$ cat config.mk
export PLATFORM = sky130hd
export DESIGN_NAME = dac_spi_driver_flat
export DESIGN_NICKNAME = d
export VERILOG_FILES = /design/src/rtl/dac_spi_driver_pkg.sv /design/src/rtl/dac_spi_driver_if.sv /design/src/rtl/dac_spi_driver_tick_gen.sv /design/src/rtl/dac_spi_driver.sv /design/src/flat_wrapper.sv
export SDC_FILE = /design/constraint.sdc
export NUM_CORES = 1
export LEC_CHECK = 0
export CAP_MARGIN = 40
export CORE_UTILIZATION = 51
export DETAILED_ROUTE_END_ITERATION = 12
export HOLD_SLACK_MARGIN = 0.1
export PLACE_DENSITY = 0.89
export SLEW_MARGIN = 25
export SYNTH_ARGS = -nofsm -noshare
export SYNTH_HDL_FRONTEND = slang
export SYNTH_SLANG_ARGS = --single-unit
$ cat constraint.sdc
create_clock -name clk -period 2.7 [get_ports clk]
set_clock_uncertainty 0.05 [all_clocks]
set_input_delay 0.54 -clock clk [delete_from_list [all_inputs] [get_ports clk]]
set_output_delay 0.54 -clock clk [all_outputs]
set_load 0.05 [all_outputs]
$ cat src/rtl/dac_spi_driver_pkg.sv
// Shared DDFS/DAC definitions (package ddfs_pkg): frame layout, FSM states and sample width.
// Used by the DDFS core and by the dac_spi_driver block.
package ddfs_pkg;

  localparam int DAC_DATA_WIDTH = 12;
  localparam int FRAME_BITS     = 16;

  localparam int BIT_AB     = 15;
  localparam int BIT_BUF    = 14;
  localparam int BIT_GA_N   = 13;
  localparam int BIT_SHDN_N = 12;

  typedef enum logic [1:0] {
    IDLE,
    SETUP,
    SHIFT,
    GAP
  } spi_state_e;

  // MCP4921-style write command: channel A, buffer, gain (active low), shutdown (active low), data.
  function automatic logic [FRAME_BITS-1:0] dac_frame(
    input logic [DAC_DATA_WIDTH-1:0] sample,
    input logic                      buf_en,
    input logic                      gain_x2,
    input logic                      shutdown_n
  );
    logic [FRAME_BITS-1:0] f;
    f                         = '0;
    f[DAC_DATA_WIDTH-1:0]     = sample;
    f[BIT_AB]                 = 1'b0;
    f[BIT_BUF]                = buf_en;
    f[BIT_GA_N]               = ~gain_x2;
    f[BIT_SHDN_N]             = shutdown_n;
    return f;
  endfunction

endpackage

$ cat src/rtl/dac_spi_driver_if.sv
// Sample handshake between the DDFS core (master) and the DAC SPI driver (slave),
// including the DAC configuration bits that are latched with each sample.
interface dac_spi_driver_if;
  import ddfs_pkg::*;

  logic [DAC_DATA_WIDTH-1:0] sample;
  logic                      sample_valid;
  logic                      sample_ready;
  logic                      gain_x2;
  logic                      buf_en;
  logic                      shutdown_n;

  modport master (
    output sample, sample_valid, gain_x2, buf_en, shutdown_n,
    input  sample_ready
  );

  modport slave (
    input  sample, sample_valid, gain_x2, buf_en, shutdown_n,
    output sample_ready
  );

endinterface

$ cat src/rtl/dac_spi_driver_tick_gen.sv
// spi_tick_gen: half-period tick enable for the SPI engine; counts 0..CLK_DIV-1 while
// enabled and fires on the last count. i_clear restarts the count synchronously.
module spi_tick_gen #(
  parameter int CLK_DIV = 4
) (
  input  logic clk,
  input  logic rst,
  input  logic i_clear,
  input  logic i_en,
  output logic o_tick
);

  localparam int              CW   = (CLK_DIV > 1) ? $clog2(CLK_DIV) : 1;
  localparam logic [CW-1:0]   LAST = CW'(CLK_DIV - 1);

  logic [CW-1:0] r_cnt;

  always_ff @(posedge clk) begin
    if (rst || i_clear) begin
      r_cnt <= '0;
    end else if (i_en) begin
      r_cnt <= (r_cnt == LAST) ? '0 : r_cnt + 1'b1;
    end
  end

  assign o_tick = i_en && (r_cnt == LAST);

endmodule

$ cat src/rtl/dac_spi_driver.sv
// dac_spi_driver: serialises 12-bit DDFS samples into 16-bit SPI mode-0 frames for an
// MCP4921-class DAC. Define DAC_LDAC_PULSE_EN to drive a low ldac_n pulse during GAP.
//
// state | meaning
// IDLE  | waiting for a sample, sample_ready high
// SETUP | cs_n low, first bit on mosi, one half-period
// SHIFT | 16 bits, sclk high then low for one half-period each
// GAP   | cs_n high for one half-period (ldac_n pulse when enabled)
module dac_spi_driver
  import ddfs_pkg::*;
#(
  parameter int DATA_WIDTH = 12,
  parameter int CLK_DIV    = 4
) (
  input  logic            clk,
  input  logic            rst,
  dac_spi_driver_if.slave bus,
  output logic            o_cs_n,
  output logic            o_sclk,
  output logic            o_mosi,
  output logic            o_ldac_n,
  output logic            o_busy,
  output logic            o_overrun
);

  spi_state_e            r_state, w_next_state;
  logic                  r_phase_hi, w_next_phase_hi;
  logic [4:0]            r_bit_cnt, w_next_bit_cnt;
  logic [FRAME_BITS-1:0] r_shreg, w_next_shreg;
  logic                  r_cs_n, r_sclk, r_mosi, r_busy, r_ready, r_overrun;
  logic                  w_tick, w_accept, w_idle, w_cs_next;

  assign w_idle   = (r_state == IDLE);
  assign w_accept = bus.sample_valid && r_ready;

  spi_tick_gen #(.CLK_DIV(CLK_DIV)) u_tick (
    .clk     (clk),
    .rst     (rst),
    .i_clear (w_idle),
    .i_en    (!w_idle),
    .o_tick  (w_tick)
  );

  always_comb begin
    w_next_state    = r_state;
    w_next_phase_hi = r_phase_hi;
    w_next_bit_cnt  = r_bit_cnt;
    w_next_shreg    = r_shreg;
    case (r_state)
      IDLE: begin
        if (w_accept) begin
          w_next_state    = SETUP;
          w_next_shreg    = dac_frame(bus.sample[DATA_WIDTH-1:0], bus.buf_en,
                                      bus.gain_x2, bus.shutdown_n);
          w_next_bit_cnt  = '0;
          w_next_phase_hi = 1'b0;
        end
      end
      SETUP: begin
        if (w_tick) begin
          w_next_state    = SHIFT;
          w_next_phase_hi = 1'b1;
        end
      end
      SHIFT: begin
        if (w_tick) begin
          // Data advances on the falling sclk edge so it is stable across the next rising edge.
          if (r_phase_hi) begin
            w_next_phase_hi = 1'b0;
            w_next_shreg    = {r_shreg[FRAME_BITS-2:0], 1'b0};
          end else if (r_bit_cnt == 5'(FRAME_BITS - 1)) begin
            w_next_state    = GAP;
          end else begin
            w_next_phase_hi = 1'b1;
            w_next_bit_cnt  = r_bit_cnt + 5'd1;
          end
        end
      end
      GAP: begin
        if (w_tick) w_next_state = IDLE;
      end
      default: w_next_state = IDLE;
    endcase
  end

  assign w_cs_next = (w_next_state == SETUP) || (w_next_state == SHIFT);

  // Pins are registered from the next-state decode so they change on the same edge as the FSM.
  always_ff @(posedge clk) begin
    if (rst) begin
      r_state    <= IDLE;
      r_phase_hi <= 1'b0;
      r_bit_cnt  <= '0;
      r_shreg    <= '0;
      r_cs_n     <= 1'b1;
      r_sclk     <= 1'b0;
      r_mosi     <= 1'b0;
      r_busy     <= 1'b0;
      r_ready    <= 1'b1;
      r_overrun  <= 1'b0;
    end else begin
      r_state    <= w_next_state;
      r_phase_hi <= w_next_phase_hi;
      r_bit_cnt  <= w_next_bit_cnt;
      r_shreg    <= w_next_shreg;
      r_cs_n     <= !w_cs_next;
      r_sclk     <= (w_next_state == SHIFT) && w_next_phase_hi;
      r_mosi     <= w_cs_next && w_next_shreg[FRAME_BITS-1];
      r_busy     <= (w_next_state != IDLE);
      r_ready    <= (w_next_state == IDLE);
      if (bus.sample_valid && !r_ready) r_overrun <= 1'b1;
    end
  end

`ifdef DAC_LDAC_PULSE_EN
  logic r_ldac_n;

  always_ff @(posedge clk) begin
    if (rst) r_ldac_n <= 1'b1;
    else     r_ldac_n <= (w_next_state != GAP);
  end

  assign o_ldac_n = r_ldac_n;
`else
  // DAC updates on the cs_n rising edge when ldac_n is held low.
  assign o_ldac_n = 1'b0;
`endif

  assign bus.sample_ready = r_ready;
  assign o_cs_n           = r_cs_n;
  assign o_sclk           = r_sclk;
  assign o_mosi           = r_mosi;
  assign o_busy           = r_busy;
  assign o_overrun        = r_overrun;

endmodule
$ cat src/flat_wrapper.sv
// flat-port wrapper written by rule: the top's interface ports become plain ports
module dac_spi_driver_flat import ddfs_pkg::*;
#(
  parameter int DATA_WIDTH = 12,
  parameter int CLK_DIV    = 4
)
  (clk, rst, o_cs_n, o_sclk, o_mosi, o_ldac_n, o_busy, o_overrun, bus_sample, bus_sample_valid, bus_gain_x2, bus_buf_en, bus_shutdown_n, bus_sample_ready);
  dac_spi_driver_if bus_i ();
  input  logic clk;
  input  logic rst;
  output logic o_cs_n;
  output logic o_sclk;
  output logic o_mosi;
  output logic o_ldac_n;
  output logic o_busy;
  output logic o_overrun;
  input wire logic [$bits(bus_i.sample)-1:0] bus_sample;
  input wire logic [$bits(bus_i.sample_valid)-1:0] bus_sample_valid;
  input wire logic [$bits(bus_i.gain_x2)-1:0] bus_gain_x2;
  input wire logic [$bits(bus_i.buf_en)-1:0] bus_buf_en;
  input wire logic [$bits(bus_i.shutdown_n)-1:0] bus_shutdown_n;
  output wire logic [$bits(bus_i.sample_ready)-1:0] bus_sample_ready;
  assign bus_i.sample = bus_sample;
  assign bus_i.sample_valid = bus_sample_valid;
  assign bus_i.gain_x2 = bus_gain_x2;
  assign bus_i.buf_en = bus_buf_en;
  assign bus_i.shutdown_n = bus_shutdown_n;
  assign bus_sample_ready = bus_i.sample_ready;
  dac_spi_driver #(.DATA_WIDTH(DATA_WIDTH), .CLK_DIV(CLK_DIV)) u_core (.clk(clk), .rst(rst), .bus(bus_i), .o_cs_n(o_cs_n), .o_sclk(o_sclk), .o_mosi(o_mosi), .o_ldac_n(o_ldac_n), .o_busy(o_busy), .o_overrun(o_overrun));
endmodule
==> results.sh <==
export IMPL_ir_worst_vdd_mv=0.488
export IMPL_async_reset_ff_frac=0
export IMPL_critical_path_endpoint_type="flop"
export IMPL_holdPathEnd="u_core.u_tick.r_cnt[0]"
export IMPL_grt_pass1_vias=1190
export IMPL_core_area_mm2=0.00273
export IMPL_antenna_found_initial=0
export IMPL_p_leak_uw=0.000614
export IMPL_drv_cap=0
export IMPL_numPortBuffers=23
export IMPL_hold_path_class="reg2reg"
export IMPL_clockRootBuffer="clkbuf_4"
export IMPL_cts_tree="built"
export IMPL_powerDensity_mw_per_mm2=550
export IMPL_ys_flop_type="dfxtp_1"
export IMPL_area_growth_pct=17.7
export IMPL_syn_inst=160
export IMPL_ctsHoldBuffers=0
export IMPL_hp_start="u_core.u_tick.r_cnt[0]"
export IMPL_post_cts_buffers=0
export IMPL_clock_path_buffers=2
export IMPL_cts_max_level=2
export IMPL_grt_pass1_wl_um=5230
export IMPL_syn_area_mm2=0.00146
export IMPL_synth_fp_nets=184
export IMPL_place_hpwl_um=2170
export IMPL_die_height_um=55.6
export IMPL_start_util=0.535
export IMPL_wl_per_cell_um=15.0
export IMPL_worst_pin_slew_ps=626
export IMPL_hold_depth=1
export IMPL_critPathRequiredTime_ps=2870
export IMPL_n_antenna_cell=0
export IMPL_clk_latency_ps=340
export IMPL_fin_util=0.630
export IMPL_fin_tns_setup_ps=0
export IMPL_grt_usage=0.218
export IMPL_rows=19
export IMPL_ant_nets=0
export IMPL_dr_pass1_iters=4
export IMPL_vias=1292
export IMPL_drc=0
export IMPL_place_congestion=0.753
export IMPL_place_ws_ps=308
export IMPL_die_area_mm2=0.00309
export IMPL_drtIter0Drc=56
export IMPL_hold_viol=0
export IMPL_path_class="reg2reg"
export IMPL_slew_headroom=0.578
export IMPL_ff2ff_path_depth=7
export IMPL_fin_crit_ps=2260
export IMPL_clk_transition_reported_paths_ps=90
export IMPL_grt_max_degree=21
export IMPL_via_per_inst=6.18
export IMPL_start_kind="flop"
export IMPL_cts_repair_resized=0
export IMPL_rsz0062_at_grt="false"
export IMPL_boundaryPins=25
export IMPL_drive_above_1_share=0.0899
export IMPL_critical_path_max_fanout=11
export IMPL_die_x_um=55.6
export IMPL_worstPathArrival_ps=2430
export IMPL_status="completed"
export IMPL_slew_violations=0
export IMPL_ys_types=41
export IMPL_clkSinkCount=32
export IMPL_final_common_cell="dfxtp_1"
export IMPL_layout_common_cells="dfxtp_1 (32), a21oi_1 (23), clkdlybuf4s50_1 (23)"
export IMPL_regToRegSetupSlack_ps=440
export IMPL_cts_inserted_buffers=5
export IMPL_grt_overflow=0
export IMPL_ys_seq_area_frac=0.438
export IMPL_setup_viol=0
export IMPL_fin_crit_sh=0.836
export IMPL_synth_yosys_warnings=0
export IMPL_setup_slack_ps=444
export IMPL_fmax_mhz=443
export IMPL_synth_seq_cells=32
export IMPL_synth_edf_count=0
export IMPL_syn_avg_cell_area_um2=9.14
export IMPL_rr_endpoint="u_core.o_mosi"
export IMPL_routed_wirelength_um=3140
export IMPL_r2r_start="u_core.r_bit_cnt[0]"
export IMPL_finalNetCount=201
==> Yosys cell counts (all sizes together), types with 3 or more instances <==
| cell | n | area [um^2] |
|---|---|---|
| inv | 6 | 22.5 |
| o21ai | 3 | 15.0 |
| dfxtp | 32 | 641 |
| nand3 | 17 | 85.1 |
| ha | 6 | 75.1 |
| a22oi | 13 | 97.6 |
| clkbuf | 6 | 32.5 |
| buf | 10 | 67.6 |
| or3 | 3 | 18.8 |
| a21oi | 23 | 115 |
| nor2 | 5 | 18.8 |
| o211ai | 3 | 22.5 |
| nand2 | 3 | 11.3 |
==> per-stage QoR <==
step	std cells	power (uW)	hold slack, ps	instance area [um^2]
floorplan	160	618	355	1460
global placement	201	661	363	1660
detailed placement	201	669	382	1660
CTS	209	951	398	1720
global route	209	992	415	1720
finish	209	947	396	1720
==> state kept, by name, indices dropped and copies added (netlist names) <==
name and flops:
u_core.bus.sample_ready 1, u_core.o_busy 1, u_core.o_cs_n 1, u_core.o_mosi 1, u_core.o_overrun 1, u_core.o_sclk 1, u_core.r_bit_cnt 5, u_core.r_phase_hi 1
u_core.r_shreg 16, u_core.r_state 2, u_core.u_tick.r_cnt 2
==> final cells by class <==
| class | count | area [um^2] |
|---|---|---|
| fill | 217 | 1010 |
| multi-input combinational | 106 | 706 |
| sequential | 32 | 641 |
| timing repair buffer | 26 | 253 |
| clock buffer | 6 | 51.3 |
| tap | 31 | 38.8 |
| inverter | 6 | 22.5 |
| clock inverter | 2 | 10.0 |
==> cells by family after synthesis <==
family | after synthesis | synth area share
buffers and inverters | 22 | 0.0838
DFF | 32 | 0.438
other | 1 | 0.00256
and+or+nand+nor | 46 | 0.192
AOI/OAI and AO/OA | 51 | 0.220
xor gates and xnor gates | 1 | 0.00599
muxes | 1 | 0.00684
adders and majority gates | 6 | 0.0513
==> worst max-delay path, stage by stage (launching register included) <==
cell and delay (ps):
dfxtp_1 350, ha_1 220, and3_1 180, ha_1 290, a221oi_1 590, ha_1 340
nand2_1 80, a21oi_1 40
==> power breakdown <==
| part | total (uW) | internal (uW) | switching (uW) |
|---|---|---|---|
| Clock | 287 | 124 | 163 |
| Sequential | 516 | 496 | 19.3 |
| Combinational | 144 | 66.3 | 78.0 |
| Total | 947 | 686 | 261 |
==> worst max path at each step <==
stage / start / end / depth (start not counted)
after floorplan: u_core.r_bit_cnt[0] / u_core.o_mosi / 8
after global placement: bus_sample_valid / u_core.o_mosi / 6
after detailed placement: bus_sample_valid / u_core.o_sclk / 6
after CTS: u_core.r_bit_cnt[0] / u_core.o_sclk / 7
after global routing: u_core.r_bit_cnt[0] / u_core.o_mosi / 7
final: u_core.r_bit_cnt[0] / u_core.o_mosi / 7
==> per-layer routing <==
metal / part of all wire / vias up / GRT usage / wire (um)
li1: - / 618 / - / -
met1: 0.42 / 628 / 0.254 / 1310
met2: 0.52 / 38 / 0.358 / 1630
met3: 0.042 / 8 / 0.0679 / 131
met4: 0.022 / 0 / 0.111 / 70
met5: 0 / - / 0 / 0
(Power assumes the default switching activity.)
